## config.mk

```make
export PLATFORM = sky130hd
export DESIGN_NAME = pipo_load_arbiter
export DESIGN_NICKNAME = d
export VERILOG_FILES = /design/src/rtl/pipo_load_arbiter_pkg.sv /design/src/rtl/pipo_load_arbiter_rr_picker.sv /design/src/rtl/pipo_load_arbiter.sv
export SDC_FILE = /design/constraint.sdc
export NUM_CORES = 1
export LEC_CHECK = 0
export CORE_MARGIN = 4
export CORE_UTILIZATION = 35
export CTS_CLUSTER_DIAMETER = 60
export DETAILED_ROUTE_END_ITERATION = 10
export GPL_TIMING_DRIVEN = 0
export PLACE_DENSITY = 0.66
export SLEW_MARGIN = 20
export SYNTH_ARGS = -nofsm -noshare
export SYNTH_HDL_FRONTEND = slang
export SYNTH_HIERARCHICAL = 1
export SYNTH_SLANG_ARGS = --single-unit
```

## constraint.sdc

```tcl
create_clock -name clk -period 3.45 [get_ports clk]
set_input_delay 0.345 -clock clk [delete_from_list [all_inputs] [get_ports clk]]
set_output_delay 0.345 -clock clk [all_outputs]
set_load 0.01 [all_outputs]
```

## src/rtl/pipo_load_arbiter_pkg.sv

```systemverilog
// Shared definitions for the PIPO load arbiter.
//   state_t  : FSM encoding (IDLE = 1'b0, HOLD = 1'b1)
//   calc_idw : owner/index width, max(1, clog2(n))
package pipo_arb_pkg;

  typedef enum logic {
    ST_IDLE = 1'b0,
    ST_HOLD = 1'b1
  } state_t;

  function automatic int calc_idw(input int n);
    return (n > 2) ? $clog2(n) : 1;
  endfunction

endpackage

```

## src/rtl/pipo_load_arbiter_rr_picker.sv

```systemverilog
// Round-robin winner selection (purely combinational).
//   req     : per-requester request vector
//   ptr     : requester with highest priority this round
//   winner  : first set req bit scanning ptr, ptr+1, ... with wrap
//   any_req : at least one request present
module rr_picker
  import pipo_arb_pkg::*;
#(
  parameter int NREQ = 4,
  parameter int IDW  = calc_idw(NREQ)
) (
  input  logic [NREQ-1:0] req,
  input  logic [IDW-1:0]  ptr,
  output logic [IDW-1:0]  winner,
  output logic            any_req
);

  logic [2*NREQ-1:0] w_dbl;
  logic [NREQ-1:0]   w_rot;
  logic [IDW-1:0]    w_off;
  logic [IDW:0]      w_sum;
  logic [IDW:0]      w_wrap;

  // Rotate so that bit 0 of w_rot corresponds to requester ptr.
  assign w_dbl = {req, req} >> ptr;
  assign w_rot = w_dbl[NREQ-1:0];

  // Lowest set bit wins; scanning downward lets the lowest index overwrite last.
  always_comb begin
    w_off = '0;
    for (int i = NREQ - 1; i >= 0; i--) begin
      if (w_rot[i]) w_off = IDW'(i);
    end
  end

  // Un-rotate: (ptr + offset) mod NREQ, sum never exceeds 2*NREQ-2.
  assign w_sum   = {1'b0, ptr} + {1'b0, w_off};
  assign w_wrap  = w_sum - (IDW+1)'(NREQ);
  assign winner  = (w_sum >= (IDW+1)'(NREQ)) ? w_wrap[IDW-1:0] : w_sum[IDW-1:0];
  assign any_req = |req;

endmodule

```

## src/rtl/pipo_load_arbiter.sv

```systemverilog
// Round-robin arbiter in front of a shared WIDTH-bit PIPO holding register.
// After each load the register is locked for HOLD_CYCLES cycles.
//   clk, rst    : clock, asynchronous active-high reset
//   clr         : synchronous clear of register contents (owner/ptr kept)
//   req         : level load requests, one per requester
//   req_data    : requester i data at [i*WIDTH +: WIDTH]
//   gnt         : registered one-hot grant pulse
//   pout        : register contents
//   pout_valid  : pout holds granted data
//   owner       : index of the last granted requester
//   busy        : hold window active, requests ignored
//
// state   | meaning
// IDLE    | waiting for requests, arbitrates every cycle
// HOLD    | register locked, counting down hold_cnt
module pipo_load_arbiter
  import pipo_arb_pkg::*;
#(
  parameter int NREQ        = 4,
  parameter int WIDTH       = 4,
  parameter int HOLD_CYCLES = 2,
  localparam int IDW        = calc_idw(NREQ)
) (
  input  logic                  clk,
  input  logic                  rst,
  input  logic                  clr,
  input  logic [NREQ-1:0]       req,
  input  logic [NREQ*WIDTH-1:0] req_data,
  output logic [NREQ-1:0]       gnt,
  output logic [WIDTH-1:0]      pout,
  output logic                  pout_valid,
  output logic [IDW-1:0]        owner,
  output logic                  busy
);

  localparam int HCW = (HOLD_CYCLES > 1) ? $clog2(HOLD_CYCLES) : 1;

  state_t           r_state,  w_state_nxt;
  logic [IDW-1:0]   r_ptr,    w_ptr_nxt;
  logic [HCW-1:0]   r_hold,   w_hold_nxt;
  logic [WIDTH-1:0] r_pout,   w_pout_nxt;
  logic             r_valid,  w_valid_nxt;
  logic [IDW-1:0]   r_owner,  w_owner_nxt;
  logic [NREQ-1:0]  r_gnt,    w_gnt_nxt;

  logic [IDW-1:0]   w_winner;
  logic             w_any_req;
  logic [WIDTH-1:0] w_sel_data;
  logic [IDW-1:0]   w_ptr_inc;

  rr_picker #(
    .NREQ (NREQ),
    .IDW  (IDW)
  ) u_picker (
    .req     (req),
    .ptr     (r_ptr),
    .winner  (w_winner),
    .any_req (w_any_req)
  );

  assign w_sel_data = req_data[w_winner*WIDTH +: WIDTH];
  assign w_ptr_inc  = (w_winner == IDW'(NREQ - 1)) ? '0 : w_winner + 1'b1;

  always_ff @(posedge clk or posedge rst) begin
    if (rst) begin
      r_state <= ST_IDLE;
      r_ptr   <= '0;
      r_hold  <= '0;
      r_pout  <= '0;
      r_valid <= 1'b0;
      r_owner <= '0;
      r_gnt   <= '0;
    end else begin
      r_state <= w_state_nxt;
      r_ptr   <= w_ptr_nxt;
      r_hold  <= w_hold_nxt;
      r_pout  <= w_pout_nxt;
      r_valid <= w_valid_nxt;
      r_owner <= w_owner_nxt;
      r_gnt   <= w_gnt_nxt;
    end
  end

  always_comb begin
    w_state_nxt = r_state;
    w_ptr_nxt   = r_ptr;
    w_hold_nxt  = r_hold;
    w_pout_nxt  = r_pout;
    w_valid_nxt = r_valid;
    w_owner_nxt = r_owner;
    w_gnt_nxt   = '0;

    if (clr) begin
      // Clear wins over any pending request; owner and ptr survive.
      w_state_nxt = ST_IDLE;
      w_hold_nxt  = '0;
      w_pout_nxt  = '0;
      w_valid_nxt = 1'b0;
    end else begin
      case (r_state)
        ST_IDLE: begin
          if (w_any_req) begin
            w_pout_nxt  = w_sel_data;
            w_valid_nxt = 1'b1;
            w_owner_nxt = w_winner;
            w_gnt_nxt   = NREQ'(1) << w_winner;
            w_ptr_nxt   = w_ptr_inc;
            w_hold_nxt  = HCW'(HOLD_CYCLES - 1);
            w_state_nxt = ST_HOLD;
          end
        end
        ST_HOLD: begin
          if (r_hold == '0) w_state_nxt = ST_IDLE;
          else              w_hold_nxt  = r_hold - 1'b1;
        end
        default: w_state_nxt = ST_IDLE;
      endcase
    end
  end

  assign gnt        = r_gnt;
  assign pout       = r_pout;
  assign pout_valid = r_valid;
  assign owner      = r_owner;
  assign busy       = (r_state == ST_HOLD);

endmodule

```

==> results_dict.tcl, run 1 <==
set metrics [dict create \
    status "finished clean" \
    fin_skew_ns 0.00177 \
    hold_start "clr" \
    die_y_um 58.9 \
    final_area_um2 1300 \
    antenna_found_initial 0 \
    synth_cell_types 27 \
    ys_ff_latch 15 \
    synth_commonest_cells "dfrtp_1, nor2_1, ha_1, inv_1, mux2i_1" \
    drtAntennaViolNets 0 \
    final_hold_viol_count 0 \
    post_cts_buffers 0 \
    synth_cells 81 \
    drt-initial-drc-count 5 \
    power_density_nw_per_um2 773 \
    firstDrtPassIters 4 \
    timing.final.crit_period_ns 2.96 \
    r2r-end "r_ptr[1]" \
    cts_buffer_depth 2 \
    cts.htree.levels 1 \
    grt_overflow 0 \
    slew_headroom 0.478 \
    clk_pin_slew_ns 0.08 \
    area_growth_pct 43.4 \
    grt_pass1_wl_um 3040 \
    vias 736 \
    cts_resized 0 \
    avgSynthCellArea_um2 11.2 \
    fmax_mhz 338 \
    irDropWorstVdd_mv 0.536 \
    syn_nets 109 \
    synth_top_area_frac 0.414 \
    placed_area_um2 1270 \
    gp_congestion 0.784 \
    insertion_delay_ns 0.27 \
    path_class "in2reg" \
    finalMaxSlewViolations 0 \
    hold_end "busy" \
    core-area_um2 2480 \
    grt_pass1_vias 664 \
    cts_hold_buffers 0 \
    yosysMostFrequentCell "dfrtp_1" \
    holdWs_ns 0.355 \
    cts_buffers 3 \
    yosys_warnings 6 \
    dp_hpwl_um 1530 \
    die_w_um 58.9 \
    portBuffers 33 \
    fp-row-count 18 \
    place_ws_ns 0.179 \
    startpoint_type "input pin" \
    synth_top_flop_cell "dfrtp_1" \
    cp.arrival_ns 3.12 \
    hold_depth 2 \
    die_area_um2 3470 \
    routedWlPerCell_um 12.6 \
    cts_tree "built" \
    cts_root_buf "clkbuf_4" \
    r2r_cells 11 \
    maxCapViolations 0 \
    synth_area_leader_cell "dfrtp_1" \
    r2r_slack_ns 0.61 \
    design_power_total_uw 1010 \
    diodes 0 \
    start_util 0.366 \
    drc 0 \
    setup.worst_path.end_class "flip-flop" \
    setup_slack_ns 0.494 \
    synth_area_leaders "dfrtp_1, mux4_2, ha_1, mux2i_1, mux2_2" \
    cp-startpoint "req[0]" \
    finalSetupTns_ns 0 \
    r2r-start "r_ptr[0]" \
    viasPerCell 4.97 \
    worst_slew_pin_slew_ns 0.777 \
    drive_gt1_frac 0.144 \
    rsz0062_at_grt "false" \
    hp-class "in2reg" \
    totalWireLength_um 1870 \
    synth_area_um2 907 \
    yosysSeqAreaShare 0.414 \
    grt_usage 0.115 \
    power_leakage_uw 0.000559 \
    ys_async_sr_fraction 1.00 \
    critical_path.max_fanout 8 \
    setup_viol 0 \
    cts.sinks 15 \
    crit_required_ns 3.61 \
    io_pins 35 \
    min_period_over_period 0.857 \
    synth_edf_count 0 \
    fin_nets 147 \
    grt_start_max_net_pins 16 \
    fillerInstances 230 \
]
[worst max path at each step]
stage | end | slack, ns
floorplan | r_ptr[1] | 0.99
global placement | r_ptr[1] | 0.23
detailed placement | r_ptr[1] | 0.18
CTS | r_ptr[1] | 0.49
global route | r_ptr[1] | 0.27
finish | r_ptr[1] | 0.49
[metrics by stage]
step                cells   util
global placement      144  0.515
floorplan              81      -
global route          148  0.525
CTS                   148  0.525
finish                148  0.525
detailed placement    144  0.515
[cell usage in the layout (no fill, tap or decap), types with 4 or more instances in the layout]
cell,n
ha_1,5
mux2_2,4
a21oi_1,4
mux4_2,4
nor2_1,9
clkdlybuf4s50_1,33
mux2i_1,5
and2_1,4
inv_1,5
dfrtp_1,15
[worst max-delay path, cell delays in order]
cell and delay, ns:
clkdlybuf4s50_1 0.53, nor2_1 0.20, nor3_1 0.06, a21oi_1 0.15, o211ai_1 0.10, ha_1 0.21, xor2_1 0.15, xnor2_1 0.65
inv_1 0.14, ha_1 0.31, mux2_2 0.26
[layout make-up]
type	count	area (um^2)	share of cell area
clock buffer	4	26.3	0.0202
tap	30	37.5	0.0288
timing repair buffer	33	330	0.254
multi-input combinational	57	484	0.372
sequential	15	375	0.288
buffer	4	28.8	0.0221
inverter	5	18.8	0.0144
[registers in the layout, indices dropped and copies added (netlist names)]
| name | count |
|---|---|
| busy | 1 |
| gnt | 4 |
| owner | 2 |
| pout | 4 |
| pout_valid | 1 |
| r_hold | 1 |
| r_ptr | 2 |
[routing by layer]
| metal | vias to the layer above | wire length [um] | part of all wire | track usage |
|---|---|---|---|---|
| met3 | 2 | 284 | 0.15 | 0.0548 |
| met2 | 33 | 778 | 0.42 | 0.178 |
| met1 | 342 | 796 | 0.43 | 0.134 |
| met4 | 0 | 12 | 0.0064 | 0.0485 |
| met5 | - | 0 | 0 | 0 |
| li1 | 359 | - | - | - |
[logic make-up (layout without fill, tap and decap cells)]
kind of cell / Yosys count / after routing / synth area share
AO/OA/AOI/OAI: 9 / 9 / 0.0676
flip-flops: 15 / 15 / 0.414
XOR/XNOR: 2 / 2 / 0.0193
multiplexers: 13 / 13 / 0.204
buffers and inverters: 9 / 46 / 0.0524
AND/OR/NAND/NOR: 28 / 28 / 0.174
adder cells (fa/ha/maj): 5 / 5 / 0.0690
[power by group]
| part | internal (uW) | switching [uW] | leakage, uW |
|---|---|---|---|
| clock | 44.7 | 48.9 | 0.0000150 |
| combinational | 354 | 274 | 0.000352 |
| sequential | 243 | 40.4 | 0.000192 |
Power figures use the tool's default switching activity.
==> run 2: changes to the inputs <==
--- a/config.mk
+++ b/config.mk
@@ -11,8 +11,10 @@
 export DETAILED_ROUTE_END_ITERATION = 10
 export GPL_TIMING_DRIVEN = 0
 export PLACE_DENSITY = 0.66
-export SLEW_MARGIN = 20
+export SKIP_LAST_GASP = 1
+export SLEW_MARGIN = 25
 export SYNTH_ARGS = -nofsm -noshare
 export SYNTH_HDL_FRONTEND = slang
 export SYNTH_HIERARCHICAL = 1
 export SYNTH_SLANG_ARGS = --single-unit
+export TNS_END_PERCENT = 50
==> results of run 2 <==
Same layout as run 1: the final DEF is identical, and so are final timing and power.
==> RTL edit 1, RTL diff (flow settings as in run 2) <==
`NREQ` is set to 4 in 2 places; all go to 8.
--- a/src/rtl/pipo_load_arbiter_rr_picker.sv
+++ b/src/rtl/pipo_load_arbiter_rr_picker.sv
@@ -6,7 +6,7 @@
 module rr_picker
   import pipo_arb_pkg::*;
 #(
-  parameter int NREQ = 4,
+  parameter int NREQ = 8,
   parameter int IDW  = calc_idw(NREQ)
 ) (
   input  logic [NREQ-1:0] req,
--- a/src/rtl/pipo_load_arbiter.sv
+++ b/src/rtl/pipo_load_arbiter.sv
@@ -16,7 +16,7 @@
 module pipo_load_arbiter
   import pipo_arb_pkg::*;
 #(
-  parameter int NREQ        = 4,
+  parameter int NREQ        = 8,
   parameter int WIDTH       = 4,
   parameter int HOLD_CYCLES = 2,
   localparam int IDW        = calc_idw(NREQ)
Ports: changed (resized gnt, owner, req and req_data); port bits go from 35 to 60. No check against the original RTL was run, so the function may have changed too.
==> RTL edit 1 against run 2 <==
The flow now finishes with violations (setup timing); sequential cell count grew 6; design area grew 90%; routed wire length grew 110%; critical path depth grew 4; setup slack lost 0.91 ns; synthesized area grew 75%; clock power grew 65%; total power grew to 3.1 times the old value.
==> RTL edit 1: results (changes against run 2) <==
Setup path
  – Critical Path Slowest Stage Cell: mux4_2 (was xnor2_1)
  – Delay-heaviest family, CP: multiplexers (was XOR/XNOR gates)
  – CP max stage delay: 0.53 ns (was 0.65 ns)
  – Crit path DAT: 4.04 ns (was 3.12 ns)

Finish
  – Filler Cell Count: 364 (was 230)
  – CLK BUF: 3 (was 4)
  – Share of cells above drive strength 1: 23.4% (was 14.4%)
  – Post-layout nets: 257 (was 147)
  – Register area: 526 µm² (was 375 µm²)

Synth
  – Unique masters post-synth: 34 (was 27)
  – Post-synthesis compound-gate area fraction: 8.02% (was 6.76%)
  – Mapped Nets: 187 (was 109)
  – Mapped Cells: 136 (was 81)
  – Synth Area in Adders: 6.76% (was 6.90%)
  – Synth top cells by count: dfrtp_1, mux2i_1, nand2_1 (was dfrtp_1, nor2_1, ha_1, inv_1, mux2i_1)
  – Mux cell area share after synthesis: 33.1% (was 20.4%)

GRT
  – First-pass GRT wire length: 6.29 mm (was 3.04 mm)
  – Largest net degree at the start of global routing: 22 (was 16)

Route
  – Post-DR vias/cell: 5.20 (was 4.97)

Run status
  – Failing checks: setup timing
  – Outcome: complete, but fails checks (was complete, no violations)

STA
  – Final setup vio count: 9 (was 0)
  – Worst-Margin Slew: 0.863 ns (was 0.777 ns)
  – Post-route setup slack: -0.419 ns (was 0.494 ns)
  – Clk_skew: 0.00403 ns (was 0.00177 ns)

Clock tree
  – Cts repair resizes: 14 (was 0)
  – Root Driver: clkbuf_8 (was clkbuf_4)
RTL edit 1: cells by family after synthesis:
kind of cell	after synthesis
AOI/OAI and AO/OA	16
xor gates and xnor gates	2
adders and majority gates	8
buffers and inverters	16
DFF	21
muxes	35
and+or+nand+nor	38
RTL edit 1: routing by layer:
metal / wire length, µm / vias to the layer above / track usage, % / part of all wire, %
li1: - / 638 / - / -
met1: 1660 / 670 / 18.2 / 42
met2: 2150 / 27 / 25.1 / 54
met3: 126 / 2 / 2.37 / 3.2
met4: 19 / 0 / 2.72 / 0.48
met5: 0 / - / 0 / 0
RTL edit 1: final timing paths:
check	from	cells after the start	slack, ns	end
max	req[0]	15	-0.42	pout[3]
min	r_ptr[1]	2	0.50	r_ptr[1]
max reg2reg	r_ptr[0]	15	-0.40	pout[3]
min reg2reg	r_ptr[1]	2	0.50	r_ptr[1]
max in group asynchronous	rst	2	2.39	r_ptr[1]
min in group asynchronous	rst	2	0.55	pout_valid
RTL edit 1: through the flow:
step,power [mW],setup TNS (ns)
floorplan,1.93,-0.677
global placement,2.38,-5.91
detailed placement,2.44,-7.35
CTS,2.98,-1.67
global route,3.37,-3.09
finish,3.13,-1.76
RTL edit 1: power by group through the flow:
| stage | Sequential [mW] | Clock (mW) | Combinational [mW] |
|---|---|---|---|
| floorplan | 0.418 | 0 | 1.51 |
| global placement | 0.384 | 0 | 2.00 |
| detailed placement | 0.387 | 0 | 2.05 |
| CTS | 0.383 | 0.160 | 2.44 |
| global route | 0.392 | 0.171 | 2.81 |
| finish | 0.382 | 0.155 | 2.59 |
RTL edit 1: tightest hold or removal path: stages, from the launching register on:
cell     delay [ns]
dfrtp_1        0.36
nand2_1        0.05
nand2_1        0.06
==> RTL edit 2, RTL diff (flow settings as in run 2) <==
Without the edit above. Make the reset (`rst`) synchronous in one clocked block. Comments in the files are not updated.
--- a/src/rtl/pipo_load_arbiter.sv
+++ b/src/rtl/pipo_load_arbiter.sv
@@ -61,7 +61,7 @@
   assign w_sel_data = req_data[w_winner*WIDTH +: WIDTH];
   assign w_ptr_inc  = (w_winner == IDW'(NREQ - 1)) ? '0 : w_winner + 1'b1;
 
-  always_ff @(posedge clk or posedge rst) begin
+  always_ff @(posedge clk) begin
     if (rst) begin
       r_state <= ST_IDLE;
       r_ptr   <= '0;
Behaviour: differs if rst is asserted again (counterexample within 4 cycles, from zero or initial values and one cycle with rst high); with rst held inactive, the same outputs for 10 cycles.
==> RTL edit 2 against run 2 <==
Synthesized area down 10%; setup slack better by 0.48 ns; routed wire length is 4.1% higher; count of clock-buffer cells in the layout stayed put; design area shrank 6.6%; total power shrank 32%; utilization is 2.4 points higher; combinational power fell by 43%; sequential cell count did not move; first-iteration DRC count decreased by 40%; maximum frequency grew 19%; worst hold slack improved by 0.11 ns; critical endpoint is now pout[2].
==> RTL edit 2: results (changes against run 2) <==
Run status
  – Outcome: complete, no violations (unchanged)

GRT
  – Initial antenna violation count: 0 (unchanged)
  – First-pass GRT wire length: 3.37 mm (was 3.04 mm)
  – Total GRT Usage: 13.4% (was 11.5%)
  – Vias in the first global route: 790 (was 664)
  – Largest net degree at the start of global routing: 11 (was 16)

Pwr
  – VDD IR max: 0.396 mV (was 0.536 mV)
  – Lkg Pwr: 0.467 nW (was 0.559 nW)

Setup path
  – Path depth of the worst reg2reg path: 12 (was 11)
  – Worst r2r src: r_ptr[0] (unchanged)
  – Critical-path maximum fanout: 7 (was 8)
  – Crit path DAT: 2.64 ns (was 3.12 ns)
  – Crit path from: req[0] (unchanged)

Synth
  – Synth top cells by count: dfxtp_1, nand2_1, nor2_1 (was dfrtp_1, nor2_1, ha_1, inv_1, mux2i_1)
  – Unique masters post-synth: 33 (was 27)
  – Seq/Total Area, Yosys: 36.9% (was 41.4%)
  – Largest cells by area after synthesis: dfxtp_1, mux4_2, nand2_1, a21oi_1, nor2_1 (was dfrtp_1, mux4_2, ha_1, mux2i_1, mux2_2)
  – Yosys warns: 6 (unchanged)
  – Async SR Flop Fraction: 0% (was 100%)
  – Mapped Nets: 118 (was 109)

Place
  – Hpwl dp: 1.57 mm (was 1.53 mm)
  – PortBufs: 34 (was 33)
  – Final GP Congestion: 0.748 (was 0.784)
  – Post-place instance area: 0.00119 mm² (was 0.00127 mm²)

Clock tree
  – H-tree depth: 1 (unchanged)
  – CTS Buffer Depth: 2 (unchanged)
  – Root Driver: clkbuf_4 (unchanged)
  – Num CTS Buffers: 3 (unchanged)
  – Cts repair resizes: 0 (unchanged)
  – Clock transition at the registers of the reported paths: 0.09 ns
  – Post-CTS setup repair buffer count: 0 (unchanged)
  – Clock Latency Late Sink: 0.28 ns

Route
  – Starting DRC count in detailed routing: 3 (was 5)
  – Post-DR vias/cell: 4.98 (was 4.97)
  – DRT Wirelength: 1.95 mm (was 1.87 mm)
  – First-pass iteration count of the detailed router: 4 (unchanged)

Finish
  – Multi-input logic area: 473 µm² (was 484 µm²)
  – Share of cells above drive strength 1: 11.5% (was 14.4%)
  – Post-layout nets: 157 (was 147)
  – Ant. Diodes: 0 (unchanged)
  – Filler Cell Count: 218 (was 230)

Min path
  – Worst Hold Depth: 2 (unchanged)
  – HP Class: reg2reg (was in2reg)
  – Min-delay src: pout[1] (was clr)

STA
  – Worst-Margin Slew: 0.442 ns (was 0.777 ns)
  – Clk_skew: 0.00603 ns (was 0.00177 ns)
[RTL edit 2: changes by cell type after synthesis, sizes merged, moves of 2 or more]
| cell | delta |
|---|---|
| nor2 | +3 |
| inv | -3 |
| dfrtp | -15 |
| a21oi | +6 |
| o21ai | +3 |
| dfxtp | +15 |
| mux2i | -3 |
| nand2 | +11 |
| clkbuf | +2 |
| and2 | -4 |
| mux2 | -4 |
| ha | -3 |
[RTL edit 2: logic make-up after synthesis]
kind of cell               count (synthesis)  share of synthesized area (%)
buffers and inverters                      7                           4.92
xor gates and xnor gates                   2                           2.15
DFF                                       15                           36.9
and+or+nand+nor                           43                           26.3
muxes                                      6                           13.5
adders and majority gates                  2                           3.08
AOI/OAI and AO/OA                         18                           13.1
[RTL edit 2: cell type report]
type	instances	share of cell area, %
inverter	2	0.618
buffer	5	2.68
tap	28	2.88
clock buffer	4	2.16
multi-input combinational	71	38.9
timing repair buffer	34	28.0
sequential	15	24.7
[RTL edit 2: where the power goes]
group	total (mW)	internal, mW	switching [mW]
combinational	0.357	0.200	0.157
sequential	0.226	0.204	0.0217
clock	0.0982	0.0448	0.0534
total	0.681	0.449	0.232
[RTL edit 2: routing by layer]
metal  vias up  routed length (µm)  track usage, %
met5         -                   0               0
met4         0                  14            4.07
met3         2                 106            5.10
met2        15                1060            23.7
met1       370                 762            14.8
li1        405                   -               -
[RTL edit 2: critical path, cell delays in order]
cell,delay (ns)
clkdlybuf4s50_1,0.52
nor2_1,0.19
nor3_1,0.06
a21oi_1,0.15
o211ai_1,0.10
ha_1,0.20
xor2_1,0.15
xnor2_1,0.22
clkbuf_2,0.24
mux4_2,0.31
nand2_1,0.08
a21oi_1,0.06
[RTL edit 2: worst paths after layout]
path	to	slack (ns)
worst max-delay path	pout[2]	0.98
worst min-delay path	pout[1]	0.46
worst max register to register	pout[2]	1.15
worst min register to register	pout[1]	0.46
[RTL edit 2: per-stage QoR]
| stage | setup slack, ns | power (mW) | std cells | hold slack (ns) | utilization [%] |
|---|---|---|---|---|---|
| floorplan | 1.37 | 0.475 | 93 | 0.414 | - |
| global placement | 0.721 | 0.585 | 155 | 0.443 | 53.7 |
| detailed placement | 0.668 | 0.591 | 155 | 0.447 | 53.7 |
| CTS | 0.965 | 0.693 | 159 | 0.459 | 54.9 |
| global route | 0.777 | 0.737 | 159 | 0.487 | 54.9 |
| finish | 0.976 | 0.681 | 159 | 0.461 | 54.9 |
